`src/rtl/shift_reg_sink_pkg.sv`:
```
// Shared definitions for shift_reg_sink.
// Provides a constant clog2 helper and legal-range checks for the block
// parameters DEPTH, DWIDTH and FIFO_DEPTH. Imported by every module of the block.
package shift_reg_sink_pkg;

  localparam int MIN_DEPTH = 1;
  localparam int MAX_DEPTH = 256;

  // Ceiling log2 usable in constant expressions. clog2(1) = 0.
  function automatic int clog2(input int value);
    int r;
    r = 0;
    for (int v = value - 1; v > 0; v = v >> 1) r++;
    return r;
  endfunction

  function automatic bit is_pow2(input int value);
    return (value > 0) && ((value & (value - 1)) == 0);
  endfunction

  function automatic bit depth_ok(input int depth);
    return (depth >= MIN_DEPTH) && (depth <= MAX_DEPTH);
  endfunction

  function automatic bit dwidth_ok(input int dwidth);
    return dwidth >= 1;
  endfunction

  // The buffer must absorb every in-flight beat plus the pop latency, and
  // the pointers rely on natural binary wrap.
  function automatic bit fifo_depth_ok(input int fifo_depth, input int depth);
    return is_pow2(fifo_depth) && (fifo_depth >= depth + 2);
  endfunction

endpackage

```
`src/rtl/sync_fifo_fwft.sv`:
```
// Synchronous first-word fall-through FIFO.
// Ports:
//   clk, rst          - rising-edge clock, asynchronous active-high reset
//   wr_en, wr_data    - push one entry
//   rd_en, rd_data    - pop the head; rd_data shows the head whenever !empty
//   full, empty       - occupancy flags
//   count             - current occupancy, 0..FIFO_DEPTH
module sync_fifo_fwft
  import shift_reg_sink_pkg::*;
#(
  parameter int DWIDTH     = 128,
  parameter int FIFO_DEPTH = 16
) (
  input  logic                             clk,
  input  logic                             rst,
  input  logic                             wr_en,
  input  logic [DWIDTH-1:0]                wr_data,
  input  logic                             rd_en,
  output logic [DWIDTH-1:0]                rd_data,
  output logic                             full,
  output logic                             empty,
  output logic [clog2(FIFO_DEPTH+1)-1:0]   count
);

  localparam int AW = clog2(FIFO_DEPTH);
  localparam int CW = clog2(FIFO_DEPTH + 1);

  logic [DWIDTH-1:0] mem [FIFO_DEPTH];
  logic [AW-1:0]     wr_ptr;
  logic [AW-1:0]     rd_ptr;
  logic              do_wr;
  logic              do_rd;

  assign full  = (count == CW'(FIFO_DEPTH));
  assign empty = (count == '0);

  // A write to a full FIFO is only accepted together with a pop.
  assign do_rd = rd_en && !empty;
  assign do_wr = wr_en && (!full || do_rd);

  // FIFO_DEPTH is a power of two, so AW-bit pointers wrap modulo FIFO_DEPTH.
  // NOTE: sequential state uses non-blocking assignments so every register
  // samples pre-edge values regardless of statement order.
  always_ff @(posedge clk or posedge rst) begin
    if (rst) begin
      wr_ptr <= '0;
      rd_ptr <= '0;
      count  <= '0;
    end else begin
      if (do_wr) wr_ptr <= wr_ptr + AW'(1);
      if (do_rd) rd_ptr <= rd_ptr + AW'(1);
      case ({do_wr, do_rd})
        2'b10:   count <= count + CW'(1);
        2'b01:   count <= count - CW'(1);
        default: count <= count;
      endcase
    end
  end

  // NOTE: payload storage has no reset; validity is carried entirely by the
  // pointers, so clearing the array would only cost reset fan-out.
  always_ff @(posedge clk) begin
    if (do_wr) mem[wr_ptr] <= wr_data;
  end

  assign rd_data = mem[rd_ptr];

  always @(posedge clk) begin
    if (!rst) begin
      assert (!(wr_en && full && !do_rd))
        else $error("sync_fifo_fwft: write to full FIFO");
    end
  end

endmodule

```
`src/rtl/shift_reg_sink.sv`:
```
// Fixed-latency delay line feeding a credit-controlled sink FIFO.
// Accepted beats travel DEPTH unconditional shift stages and then land in
// a first-word fall-through buffer. A credit counter (in-flight + buffered
// beats) throttles s_ready so the buffer can never overflow, and s_ready
// depends on registered state only.
// Ports:
//   clk, rst           - rising-edge clock, asynchronous active-high reset
//   s_valid, s_data    - upstream beat
//   s_ready            - credit available
//   m_valid, m_data    - head of sink buffer (fall-through)
//   m_ready            - downstream pop
module shift_reg_sink
  import shift_reg_sink_pkg::*;
#(
  parameter int DEPTH      = 8,
  parameter int DWIDTH     = 128,
  parameter int FIFO_DEPTH = 16
) (
  input  logic              clk,
  input  logic              rst,
  input  logic              s_valid,
  input  logic [DWIDTH-1:0] s_data,
  output logic              s_ready,
  output logic              m_valid,
  output logic [DWIDTH-1:0] m_data,
  input  logic              m_ready
);

  localparam int CW = clog2(FIFO_DEPTH + 1);

  if (!depth_ok(DEPTH)) begin : g_bad_depth
    $error("shift_reg_sink: DEPTH must be in 1..256");
  end
  if (!dwidth_ok(DWIDTH)) begin : g_bad_dwidth
    $error("shift_reg_sink: DWIDTH must be at least 1");
  end
  if (!fifo_depth_ok(FIFO_DEPTH, DEPTH)) begin : g_bad_fifo_depth
    $error("shift_reg_sink: FIFO_DEPTH must be a power of two >= DEPTH+2");
  end

  logic [DEPTH-1:0]  stage_valid;
  logic [DWIDTH-1:0] stage_data [DEPTH];
  logic [CW-1:0]     credit;
  logic              accept;
  logic              pop;
  logic              fifo_full;
  logic              fifo_empty;
  logic [CW-1:0]     fifo_count;

  assign s_ready = (credit < CW'(FIFO_DEPTH));
  assign accept  = s_valid && s_ready;
  assign m_valid = !fifo_empty;
  assign pop     = m_valid && m_ready;

  // Delay line valid bits: shift every cycle, no stall.
  always_ff @(posedge clk or posedge rst) begin
    if (rst) begin
      stage_valid <= '0;
    end else begin
      stage_valid[0] <= accept;
      for (int i = 1; i < DEPTH; i++) stage_valid[i] <= stage_valid[i-1];
    end
  end

  always_ff @(posedge clk) begin
    stage_data[0] <= s_data;
    for (int i = 1; i < DEPTH; i++) stage_data[i] <= stage_data[i-1];
  end

  // Credit = beats accepted but not yet popped, wherever they are.
  always_ff @(posedge clk or posedge rst) begin
    if (rst) begin
      credit <= '0;
    end else begin
      case ({accept, pop})
        2'b10:   credit <= credit + CW'(1);
        2'b01:   credit <= credit - CW'(1);
        default: credit <= credit;
      endcase
    end
  end

  sync_fifo_fwft #(
    .DWIDTH     (DWIDTH),
    .FIFO_DEPTH (FIFO_DEPTH)
  ) u_fifo (
    .clk     (clk),
    .rst     (rst),
    .wr_en   (stage_valid[DEPTH-1]),
    .wr_data (stage_data[DEPTH-1]),
    .rd_en   (m_ready),
    .rd_data (m_data),
    .full    (fifo_full),
    .empty   (fifo_empty),
    .count   (fifo_count)
  );

  // Buffered beats are a subset of credited beats; a full buffer means every
  // credit is sitting in it.
  always @(posedge clk) begin
    if (!rst) begin
      assert (fifo_count <= credit)
        else $error("shift_reg_sink: buffer holds more beats than credits");
      assert (!fifo_full || (credit == CW'(FIFO_DEPTH)))
        else $error("shift_reg_sink: full buffer with spare credit");
    end
  end

endmodule

```
`config.mk`:
```
export PLATFORM = sky130hd
export DESIGN_NAME = shift_reg_sink
export DESIGN_NICKNAME = d
export VERILOG_FILES = /design/src/rtl/shift_reg_sink_pkg.sv /design/src/rtl/sync_fifo_fwft.sv /design/src/rtl/shift_reg_sink.sv
export SDC_FILE = /design/constraint.sdc
export NUM_CORES = 2
export LEC_CHECK = 0
export ABC_AREA = 1
export BUFFER_PORTS_ARGS = -buffer_cell sky130_fd_sc_hd__buf_4
export CAP_MARGIN = 0
export CORE_MARGIN = 2
export CORE_UTILIZATION = 55
export DETAILED_ROUTE_END_ITERATION = 12
export HOLD_SLACK_MARGIN = 0.12
export PLACE_DENSITY_LB_ADDON = 0.12
export SLEW_MARGIN = 20
export SYNTH_ARGS = -nofsm -noshare
export SYNTH_HDL_FRONTEND = slang
export SYNTH_SLANG_ARGS = --single-unit
```
`constraint.sdc`:
```
create_clock -name clk -period 25.8 [get_ports clk]
set_input_delay 6.45 -clock clk [delete_from_list [all_inputs] [get_ports clk]]
set_output_delay 6.45 -clock clk [all_outputs]
set_load 0.005 [all_outputs]
```
After elaboration in Yosys (flattened, before gate mapping)
Memory sizes are Yosys's and may differ from the RTL's.
Index checks and enable logic that the tools add are counted.
{"block": "word_totals", "mem_bits_rw": 3072, "out_inout_bits": 130, "elab_cells": 32, "memories": 2, "regBits": 26}
{"block": "classes", "n_addsub": 6, "reduce_logical": 9, "eq_ne": 5, "magnitude_cmp": 1, "n_mux": 4}
{"name": "u_fifo.mem", "words": 16, "word_bits": 128, "read_ports": 1, "rd_clocked_by_memory_dff": 0, "wr": 1, "line": "sync_fifo_fwft.sv:28", "source": "logic [DWIDTH-1:0] mem [FIFO_DEPTH];"}
{"name": "stage_data", "words": 8, "word_bits": 128, "read_ports": 8, "rd_clocked_by_memory_dff": 0, "wr": 8, "line": "shift_reg_sink.sv:42", "source": "logic [DWIDTH-1:0] stage_data [DEPTH];"}
{"cell": "$pmux W5 S2", "count": 2}
{"cell": "$add A5 B1 Y5 const B", "count": 2}
{"cell": "$sub A5 B1 Y5 const B", "count": 2}
{"cell": "$add A4 B1 Y4 const B", "count": 2}
{"cell": "$eq A5 B5 Y1 const B", "count": 1}
{"cell": "$logic_not A5 Y1", "count": 1}
{"cell": "$lt A5 B5 Y1 const B", "count": 1}
{"cell": "$eq A2 B1 Y1 const B", "count": 2}
{"cell": "$eq A2 B2 Y1 const B", "count": 2}
{"cell": "$reduce_bool A2 Y1", "count": 2}
{"cell": "$logic_and A1 B1 Y1", "count": 3}
{"cell": "$logic_not A1 Y1", "count": 2}
{"cell": "$mux W1", "count": 2}
{"cell": "$logic_or A1 B1 Y1", "count": 1}

Depth between registers and ports, before layout
{"block": "depth", "depth_word": 7, "ltp_mapped": 15, "depth_no_buf": 15}

Cells and area by module
Synthesis repeated with hierarchy kept, for this count alone.
{"block": "unflattened", "hier_cells": 7197, "hier_area_um2": 102114.2}
{"module": "sync_fifo_fwft", "area_each_um2": 81012.7, "cells_each": 6107, "seq_area_each_um2": 61824.3, "n_inst": 1}
{"module": "shift_reg_sink", "area_each_um2": 21101.5, "cells_each": 1090, "seq_area_each_um2": 20825.0, "n_inst": 1}

Worst setup path before layout
No wires, ideal clock.
{"block": "synth_path", "kind": "input to register", "startpoint": "input port m_ready", "endpoint": "memory u_fifo.mem[7][0] (enable)", "setup_time_ps": 773, "cell_stages": 3, "path_buffers": 0, "required_time_ps": 25027, "arrival_time_ps": 15358, "path_slack_ps": 9669, "cell_sequence": "or2_2 nand3_1 nor3_1"}
{"block": "synth_between", "elab_chain_len": 5}
{"item": "start, declared", "line": "shift_reg_sink.sv:26", "source": "input logic m_ready"}
{"item": "$logic_and A1 B1 Y1", "line": "sync_fifo_fwft.sv:38", "source": "assign do_rd = rd_en && !empty;"}
{"item": "$logic_or A1 B1 Y1", "line": "sync_fifo_fwft.sv:39", "source": "assign do_wr = wr_en && (!full || do_rd);"}
{"item": "$logic_and A1 B1 Y1", "line": "sync_fifo_fwft.sv:39"}
{"item": "$mux W1", "line": "sync_fifo_fwft.sv:63", "source": "if (do_wr) mem[wr_ptr] <= wr_data;"}
{"item": "$mux W1 (implied by the code)", "line": "sync_fifo_fwft.sv:63"}
{"item": "end, declared", "line": "sync_fifo_fwft.sv:28"}
Every way passes these cells.

Final worst setup path
{"block": "layout_path", "startpoint": "register u_fifo.rd_ptr[0]", "endpoint": "output port m_data[57]"}
{"block": "layout_between", "elab_chain_len": 1}
{"item": "start, declared", "line": "sync_fifo_fwft.sv:30", "source": "logic [AW-1:0] rd_ptr;"}
{"item": "start signal, assigned", "line": "sync_fifo_fwft.sv:51", "source": "if (do_rd) rd_ptr <= rd_ptr + AW'(1);"}
{"item": "$mem_v2 Z16 W128"}
{"item": "end, declared", "line": "shift_reg_sink.sv:25", "source": "output logic [DWIDTH-1:0] m_data,"}
Every way passes these cells.

==> flow_summary.toml <==
[floorplanning]
die_h_um = 435
rows = 158
initial_core_util_pct = 55.2
core_area_mm2 = 0.185
io_pins = 262
die_w_um = 435
die_area_mm2 = 0.189

[clock_network]
clock_latency_ps = 930
clkTransAtPathRegs_ps = 60
cts_tree = "done"
cts.path.max_buffers = 4
cts_hold_buf = 0
ctsResizeCount = 0
root_buffer = "clkbuf_16"
cts_made_buffers = 317
cts_setup_buffers = 0
cts.sinks = 3098
htree_levels = 5

[setup_path]
cp_data_required_time_ps = 19350
crit_type = "reg -> out"
slowest_delay_ps = 960
crit_arrival_ps = 5980
path_delay_family = "buffers and inverters"
critPathLaunchType = "register"
path_cells = "inv_16 -> buf_12 -> buf_12 -> buf_4 -> nor2_1 -> nor2_1 -> o21ai_0 -> o211ai_1 -> nand3_1 -> nand2_1 -> buf_4"
path_max_fanout = 263
critical_path_buf_inv_count = 5
cp_slowest_cell = "buf_4"
endpoint_kind = "output port"

[placement]
dp_hpwl_um = 102000
io_buffers = 261
gp_congestion = 0.739

[power_and_ir_drop]
power.density_mw_per_mm2 = 117
peakVddDrop_uv = 113
leakage_nw = 40.6

[sta]
fmax_mhz = 80.4
fin_crit_sh_pct = 48.2
final_max_slew_viol_count = 0
relSlewSlack_pct = 21.4
hold_violations = 0
grt_setup_unrepaired = "no"
skew_ps = 40.6
fin_tns_setup_ps = 0
final.min_clock_period_ps = 12430
worst_pin_slew_ps = 1180
finalSetupViolCount = 0
whs_ps = 294

[grt]
grt_max_degree = 264
grt_pass1_vias = 55791
grt_first_pass_wirelength_um = 346000
grt.total_usage_pct = 24.1
grt_overflow_total = 0
antenna_found_initial = 4

[synth]
async_flop_share_pct = 0.839
synthFlopType = "edfxtp_1"
synth_area_mm2 = 0.102
syn_nets = 7373
yosys-top-cells-count = "edfxtp_1, nor2_1, dfxtp_1, o21ai_0, nand2_1"
synth-edff-count = 2048
yosys.area.top_type = "edfxtp_1"
yosysMostFrequentCell = "edfxtp_1"
avgSynthCellArea_um2 = 14.1
ys_seq_area_share_pct = 81.0
ys_ff_latch = 3098
ys_warn_count = 0
post_synth_num_cell_types = 30
netlist_instances = 7228
synth_area_leaders = "edfxtp_1, dfxtp_1, nor2_1, o21ai_0, o211ai_1"
yosys.area.top_type_share_pct = 60.3

[drt]
drc = 0
drt_iter0_markers = 5539
routedWlPerCell_um = 22.7
wirelength_um = 231000
num_vias = 57154
drt-vias-per-instance = 5.62
ant_nets = 0
drt-pass1-iter-count = 6

[layout]
fillCellCount = 13743
final_nets = 7596
drive_above_1_share_pct = 10.5
area_growth_pct = 13.5
multi_input_area_mm2 = 0.0173
final_util_pct = 62.7
register_area_mm2 = 0.0827

[outcome]
status = "completed"

[run]
maxCapViolations = 0

[hold_path]
hold_path_class = "reg -> reg"
[path summary, 6_finish.rpt]
kind	from	end	slack, ps	cells after the start
worst max-delay path	u_fifo.rd_ptr[0]	m_data[57]	13370	11
worst min-delay path	stage_data[1][329]	stage_data[1][457]	290	0
worst max register to register	u_fifo.count[0]	u_fifo.mem[12][70]	22010	8
worst min register to register	stage_data[1][329]	stage_data[1][457]	290	0
max in group asynchronous	rst	u_fifo.rd_ptr[0]	19840	3
min in group asynchronous	rst	u_fifo.count[4]	5610	3
[metrics by stage]
| step | worst slack (ps) | std cells | area [um^2] | power [W] |
|---|---|---|---|---|
| finish | 13370 | 10171 | 116000 | 0.0136 |
| global route | 12860 | 10170 | 116000 | 0.0143 |
| CTS | 13210 | 10169 | 116000 | 0.0137 |
| detailed placement | 14240 | 9612 | 106000 | 0.00937 |
| global placement | 14260 | 9612 | 106000 | 0.00933 |
| floorplan | 9670 | 7228 | 102000 | 0.00806 |
[worst register-to-register path, delay by kind of cell (launching register included)]
kind,cells,cell delay (ps)
flip-flops,1,410
AND/OR/NAND/NOR,5,1110
buffers and inverters,3,1840
[cells in the final DEF, fill, tap and decap left out, types with 78 or more instances in the layout]
cell type / instances
nor2_1: 1313
nand3_1: 179
clkbuf_1: 85
o22ai_1: 184
buf_4: 310
o21ai_1: 78
o211ai_1: 328
dfxtp_1: 1024
nand2_1: 566
clkbuf_16: 333
edfxtp_1: 2048
o21ai_0: 943
[registers in the layout, indices dropped and copies added (netlist names)]
register	cells
credit	5
u_fifo.wr_ptr	4
u_fifo.mem	2048
u_fifo.count	5
u_fifo.rd_ptr	4
stage_data	1024
stage_valid	8
[routing by layer]
metal  global-route usage [%]  share of wire, %  up-vias
met1                     33.6                43    28399
met3                     3.22               6.0      424
met2                     39.6                48     1967
met4                     7.68               2.7        0
met5                        0                 0        -
li1                         -                 -    26364
[power by group]
group	switching (W)	internal, W	total (W)
Clock	0.00179	0.00255	0.00434
Combinational	0.00237	0.00107	0.00343
Sequential	0.000174	0.00563	0.00580
Total	0.00433	0.00925	0.0136
[cell families after synthesis]
family	after synthesis	synth area share [%]
compound gates	1559	8.68
simple gates	2076	7.86
xor+xnor	13	0.112
fa+ha+maj	13	0.167
buf+inv	469	2.21
flops	3098	81.0
[layout make-up]
class,count,share of cell area (%)
multi-input combinational,3661,14.9
clock inverter,103,0.681
antenna,2,0.00432
inverter,43,0.175
clock buffer,454,7.87
tap,2480,2.68
timing repair buffer,330,2.35
sequential,3098,71.3
Note: power is estimated with default switching activity, not from simulation.
